### src/rtl/exc_ctrl_if.sv
// Signal bundle between the decoder/hazard side and the trap sequencer.
// The master drives the decoded trap flags; the slave returns pipeline controls and trap state.
interface exc_ctrl_if;
    logic        id_valid;
    logic        id_stall;
    logic        siic;
    logic        rti;
    logic        err;
    logic        halt;
    logic [15:0] id_pc_inc;
    logic        flush_if_id;
    logic        freeze;
    logic        bubble;
    logic        pc_redirect;
    logic [15:0] pc_target;
    logic [15:0] epc;
    logic [1:0]  cause;
    logic        halted;
    logic        busy;

    modport master (
        output id_valid, id_stall, siic, rti, err, halt, id_pc_inc,
        input  flush_if_id, freeze, bubble, pc_redirect, pc_target,
               epc, cause, halted, busy
    );

    modport slave (
        input  id_valid, id_stall, siic, rti, err, halt, id_pc_inc,
        output flush_if_id, freeze, bubble, pc_redirect, pc_target,
               epc, cause, halted, busy
    );
endinterface

### src/rtl/exc_ctrl.sv
// Trap sequencer for SIIC / RTI / illegal opcode / HALT.
// It flushes the younger instruction, drains older ones, then redirects the PC or parks the core.
module exc_ctrl #(
    parameter int unsigned DRAIN_CYCLES = 3,
    parameter logic [15:0] SIIC_ADDR    = 16'h0002,
    parameter logic [15:0] ERR_ADDR     = 16'h0002
) (
    input  logic       clk,
    input  logic       rst_n,
    exc_ctrl_if.slave  bus
);
    typedef enum logic [1:0] {IDLE, DRAIN, REDIRECT, HALTED} state_t;

    state_t      state_reg, state_next;
    logic [2:0]  count_reg;
    logic [15:0] epc_reg;
    logic [15:0] target_reg;
    logic [1:0]  cause_reg;
    logic        accept;

    assign accept = (state_reg == IDLE) & bus.id_valid & ~bus.id_stall &
                    (bus.siic | bus.rti | bus.err | bus.halt);

    // State register plus the trap datapath it owns; flag priority is halt > err > siic > rti.
    always_ff @(posedge clk or negedge rst_n) begin
        if (!rst_n) begin
            state_reg  <= IDLE;
            count_reg  <= 3'd0;
            epc_reg    <= 16'h0000;
            target_reg <= 16'h0000;
            cause_reg  <= 2'b00;
        end else begin
            state_reg <= state_next;
            case (state_reg)
                IDLE: begin
                    if (accept) begin
                        count_reg <= 3'(DRAIN_CYCLES - 1);
                        if (bus.halt) begin
                            cause_reg <= 2'b11;
                        end else if (bus.err) begin
                            epc_reg    <= bus.id_pc_inc;
                            cause_reg  <= 2'b10;
                            target_reg <= ERR_ADDR;
                        end else if (bus.siic) begin
                            epc_reg    <= bus.id_pc_inc;
                            cause_reg  <= 2'b01;
                            target_reg <= SIIC_ADDR;
                        end else begin
                            target_reg <= epc_reg;
                        end
                    end
                end
                DRAIN: begin
                    if (count_reg != 3'd0) count_reg <= count_reg - 3'd1;
                end
                default: ;
            endcase
        end
    end

    // Only a halt writes cause 11, and HALTED is terminal, so cause alone identifies the halt path.
    always_comb begin
        state_next = state_reg;
        case (state_reg)
            IDLE:     if (accept) state_next = DRAIN;
            DRAIN:    if (count_reg == 3'd0)
                          state_next = (cause_reg == 2'b11) ? HALTED : REDIRECT;
            REDIRECT: state_next = IDLE;
            HALTED:   state_next = HALTED;
            default:  state_next = IDLE;
        endcase
    end

    always_comb begin
        bus.flush_if_id = 1'b0;
        bus.freeze      = 1'b0;
        bus.bubble      = 1'b0;
        bus.pc_redirect = 1'b0;
        bus.pc_target   = 16'h0000;
        bus.halted      = 1'b0;
        case (state_reg)
            IDLE: bus.flush_if_id = accept;
            DRAIN: begin
                bus.freeze = 1'b1;
                bus.bubble = 1'b1;
            end
            REDIRECT: begin
                bus.pc_redirect = 1'b1;
                bus.pc_target   = target_reg;
                bus.flush_if_id = 1'b1;
                bus.bubble      = 1'b1;
            end
            HALTED: begin
                bus.halted = 1'b1;
                bus.freeze = 1'b1;
                bus.bubble = 1'b1;
            end
            default: ;
        endcase
    end

    assign bus.busy  = (state_reg != IDLE);
    assign bus.epc   = epc_reg;
    assign bus.cause = cause_reg;
endmodule

### src/flat_wrapper.sv
// flat-port wrapper written by rule: the top's interface ports become plain ports
module exc_ctrl_flat 
#(
    parameter int unsigned DRAIN_CYCLES = 3,
    parameter logic [15:0] SIIC_ADDR    = 16'h0002,
    parameter logic [15:0] ERR_ADDR     = 16'h0002
)
  (clk, rst_n, bus_id_valid, bus_id_stall, bus_siic, bus_rti, bus_err, bus_halt, bus_id_pc_inc, bus_flush_if_id, bus_freeze, bus_bubble, bus_pc_redirect, bus_pc_target, bus_epc, bus_cause, bus_halted, bus_busy);
  exc_ctrl_if bus_i ();
  input  logic clk;
  input  logic rst_n;
  input wire logic [$bits(bus_i.id_valid)-1:0] bus_id_valid;
  input wire logic [$bits(bus_i.id_stall)-1:0] bus_id_stall;
  input wire logic [$bits(bus_i.siic)-1:0] bus_siic;
  input wire logic [$bits(bus_i.rti)-1:0] bus_rti;
  input wire logic [$bits(bus_i.err)-1:0] bus_err;
  input wire logic [$bits(bus_i.halt)-1:0] bus_halt;
  input wire logic [$bits(bus_i.id_pc_inc)-1:0] bus_id_pc_inc;
  output wire logic [$bits(bus_i.flush_if_id)-1:0] bus_flush_if_id;
  output wire logic [$bits(bus_i.freeze)-1:0] bus_freeze;
  output wire logic [$bits(bus_i.bubble)-1:0] bus_bubble;
  output wire logic [$bits(bus_i.pc_redirect)-1:0] bus_pc_redirect;
  output wire logic [$bits(bus_i.pc_target)-1:0] bus_pc_target;
  output wire logic [$bits(bus_i.epc)-1:0] bus_epc;
  output wire logic [$bits(bus_i.cause)-1:0] bus_cause;
  output wire logic [$bits(bus_i.halted)-1:0] bus_halted;
  output wire logic [$bits(bus_i.busy)-1:0] bus_busy;
  assign bus_i.id_valid = bus_id_valid;
  assign bus_i.id_stall = bus_id_stall;
  assign bus_i.siic = bus_siic;
  assign bus_i.rti = bus_rti;
  assign bus_i.err = bus_err;
  assign bus_i.halt = bus_halt;
  assign bus_i.id_pc_inc = bus_id_pc_inc;
  assign bus_flush_if_id = bus_i.flush_if_id;
  assign bus_freeze = bus_i.freeze;
  assign bus_bubble = bus_i.bubble;
  assign bus_pc_redirect = bus_i.pc_redirect;
  assign bus_pc_target = bus_i.pc_target;
  assign bus_epc = bus_i.epc;
  assign bus_cause = bus_i.cause;
  assign bus_halted = bus_i.halted;
  assign bus_busy = bus_i.busy;
  exc_ctrl #(.DRAIN_CYCLES(DRAIN_CYCLES), .SIIC_ADDR(SIIC_ADDR), .ERR_ADDR(ERR_ADDR)) u_core (.clk(clk), .rst_n(rst_n), .bus(bus_i));
endmodule
### config.mk
export PLATFORM = sky130hd
export DESIGN_NAME = exc_ctrl_flat
export DESIGN_NICKNAME = d
export VERILOG_FILES = /design/src/rtl/exc_ctrl_if.sv /design/src/rtl/exc_ctrl.sv /design/src/flat_wrapper.sv
export SDC_FILE = /design/constraint.sdc
export NUM_CORES = 1
export LEC_CHECK = 0
export BUFFER_PORTS_ARGS = -buffer_cell sky130_fd_sc_hd__buf_2
export CELL_PAD_IN_SITES_DETAIL_PLACEMENT = 0
export CELL_PAD_IN_SITES_GLOBAL_PLACEMENT = 1
export CORE_ASPECT_RATIO = 1.5
export CORE_UTILIZATION = 37
export DETAILED_ROUTE_END_ITERATION = 10
export PLACE_DENSITY = 0.76
export SKIP_CTS_REPAIR_TIMING = 1
export SLEW_MARGIN = 20
export SYNTH_ARGS = -nofsm -noshare
export SYNTH_HDL_FRONTEND = slang
export SYNTH_SLANG_ARGS = --single-unit
### constraint.sdc
create_clock -name clk -period 2.3 [get_ports clk]
set_input_delay 0.23 -clock clk [delete_from_list [all_inputs] [get_ports clk]]
set_output_delay 0.23 -clock clk [all_outputs]
set_load 0.05 [all_outputs]
==> flow_metrics.tcl <==
set metrics [dict create \
    cts_buffers 5 \
    path_max_fanout 6 \
    cap_violations 0 \
    worst_slew_pin_slew_ns 0.859 \
    clk_pin_slew_ns 0.07 \
    gr-usage-all-layers 0.152 \
    top_layer "met4" \
    final_max_slew_viol_count 0 \
    critPathLaunchType "flip-flop" \
    relSlewSlack 0.428 \
    startpoint "u_core.state_reg[0]" \
    hold_ws_ns 0.0556 \
    worst-r2r-cell-count 3 \
    final-setup-viol-count 0 \
    rows 30 \
    vias 1284 \
    power_density_nw_per_um2 1430 \
    drtIter0Drc 37 \
    crit_arrival_ns 1.85 \
    antenna_left 0 \
    portBuffers 63 \
    syn_area_per_cell_um2 12.6 \
    yosysWarnings 0 \
    wl_per_cell_um 14.3 \
    synthesis.nets 164 \
    route.detailed.drc 7 \
    cts_root_buf "clkbuf_8" \
    fp.dieW_um 58.0 \
    r2r_start "u_core.state_reg[0]" \
    yosysSeqAreaShare 0.561 \
    period_share 0.906 \
    place.gp.congestion 0.763 \
    layout_setup_ws_ns 0.215 \
    status "finished, violations left" \
    ir_worst_vdd_mv 0.613 \
    ys_types 36 \
    violations "DRC" \
    area_delta_synth_final_pct 27.4 \
    die_h_um 86.0 \
    endpoint_kind "output pin" \
    coreArea_um2 4500 \
    grt_overflow 0 \
    place_ws_ns 0.237 \
    initial_utilization 0.386 \
    wl_met1_um 1540 \
    skew_ns 0.00506 \
    dieArea_um2 4980 \
    p_leak_nw 1.17 \
    routed_via_density 5.10 \
    cp.required_ns 2.07 \
    nets 229 \
    period_minus_slack_ns 2.08 \
    wirelength_um 3610 \
    synthCells 138 \
    hold_viol 0 \
    wl_met3_um 227 \
    grt_max_degree 40 \
    met2_length_um 1810 \
    ys.flop_type "dfrtp_1" \
    drtPass1Iterations 7 \
    tns_ns 0 \
    clk_latency_ns 0.29 \
    async_flop_share 1.00 \
    drive_gt1_frac 0.475 \
    clock.fmax_mhz 480 \
    hp-class "input pin to asynchronous set/reset pin" \
    rsz0062_at_grt "no" \
    antenna_found_initial 0 \
    ys_seq_elements 39 \
    cts_tree "built" \
    path_class "flip-flop to output pin" \
    synth_edf_count 0 \
    grt_pass1_vias 1234 \
    synth_area_um2 1740 \
    io_pins 64 \
    htree_levels 2 \
    dp_hpwl_um 2600 \
    n_antenna_cell 0 \
    clockBufferDepth 2 \
    numClockSinks 39 \
    grt_pass1_wl_um 5690 \
]
-- worst max-delay path, cell delays in order (launching register included) --
cell	delay [ns]
dfrtp_1	0.38
or4b_1	0.67
nor2_1	0.15
o21ba_2	0.13
buf_2	0.25
-- logic make-up (layout without fill, tap and decap cells) --
| kind of cell | Yosys count | in the layout | synth area share |
|---|---|---|---|
| multiplexers | 17 | 17 | 0.109 |
| flip-flops | 39 | 39 | 0.561 |
| adder cells (fa/ha/maj) | 2 | 2 | 0.0144 |
| AO/OA/AOI/OAI | 27 | 27 | 0.127 |
| buffers and inverters | 16 | 82 | 0.0511 |
| AND/OR/NAND/NOR | 37 | 37 | 0.137 |
-- per-layer routing --
| layer | vias up | global-route usage |
|---|---|---|
| met1 | 625 | 0.172 |
| met3 | 2 | 0.0437 |
| met5 | - | 0 |
| met4 | 0 | 0.0714 |
| li1 | 614 | - |
| met2 | 43 | 0.259 |
-- metrics by stage --
stage,utilization,cell area [µm²],instances,total power [W]
global route,0.492,2220,252,0.00335
global placement,0.466,2100,244,0.00259
finish,0.492,2220,252,0.00317
CTS,0.492,2220,252,0.00321
floorplan,-,1740,138,0.00225
detailed placement,0.466,2100,244,0.00262
-- power breakdown --
part | internal [W] | total, W | switching [W]
registers | 0.000932 | 0.00110 | 0.000170
logic | 0.000449 | 0.00149 | 0.00104
clock network | 0.000351 | 0.000581 | 0.000230
-- Yosys cell counts (2+ instances only) --
master    number  area share
and2_1        17       0.061
inv_1          6       0.013
nor3_1         2      0.0058
buf_6          3       0.019
ha_1           2       0.014
nor2_1         5       0.011
dfrtp_1       39        0.56
clkbuf_1       4      0.0086
a22o_1        15       0.076
or2_2          2      0.0072
nor2b_1        2      0.0072
a21o_1         2      0.0086
mux2_2        16        0.10
-- cell type report --
class | count | area [µm²]
inverters | 6 | 22.5
well taps | 48 | 60.1
clock buffers | 6 | 82.6
fillers | 404 | 2290
flip-flops and latches | 39 | 976
repair buffers | 68 | 365
clock inverters | 2 | 35.0
multi-input cells | 83 | 674
-- cells in the final DEF, fill, tap and decap left out, drive strengths merged, types with 2 or more instances in the layout --
master / Yosys / layout
nor2b: 2 / 2
a21o: 2 / 2
and2: 17 / 17
dfrtp: 39 / 39
nor2: 5 / 5
inv: 6 / 6
or4b: 2 / 2
or2: 2 / 2
a22o: 15 / 15
mux2: 16 / 16
nor3: 3 / 3
ha: 2 / 2
clkbuf: 5 / 6
buf: 5 / 68
-- worst paths after layout --
check | end | slack (ns)
worst max-delay path | bus_flush_if_id | 0.22
max in group asynchronous | u_core.bus.epc[9] | 1.71
worst max register to register | u_core.target_reg[11] | 0.23
worst min register to register | u_core.target_reg[12] | 0.49
worst min-delay path | u_core.bus.epc[2] | 0.06
min in group clk | u_core.bus.epc[5] | 0.17
No activity file was read; power rests on OpenSTA's default activity.
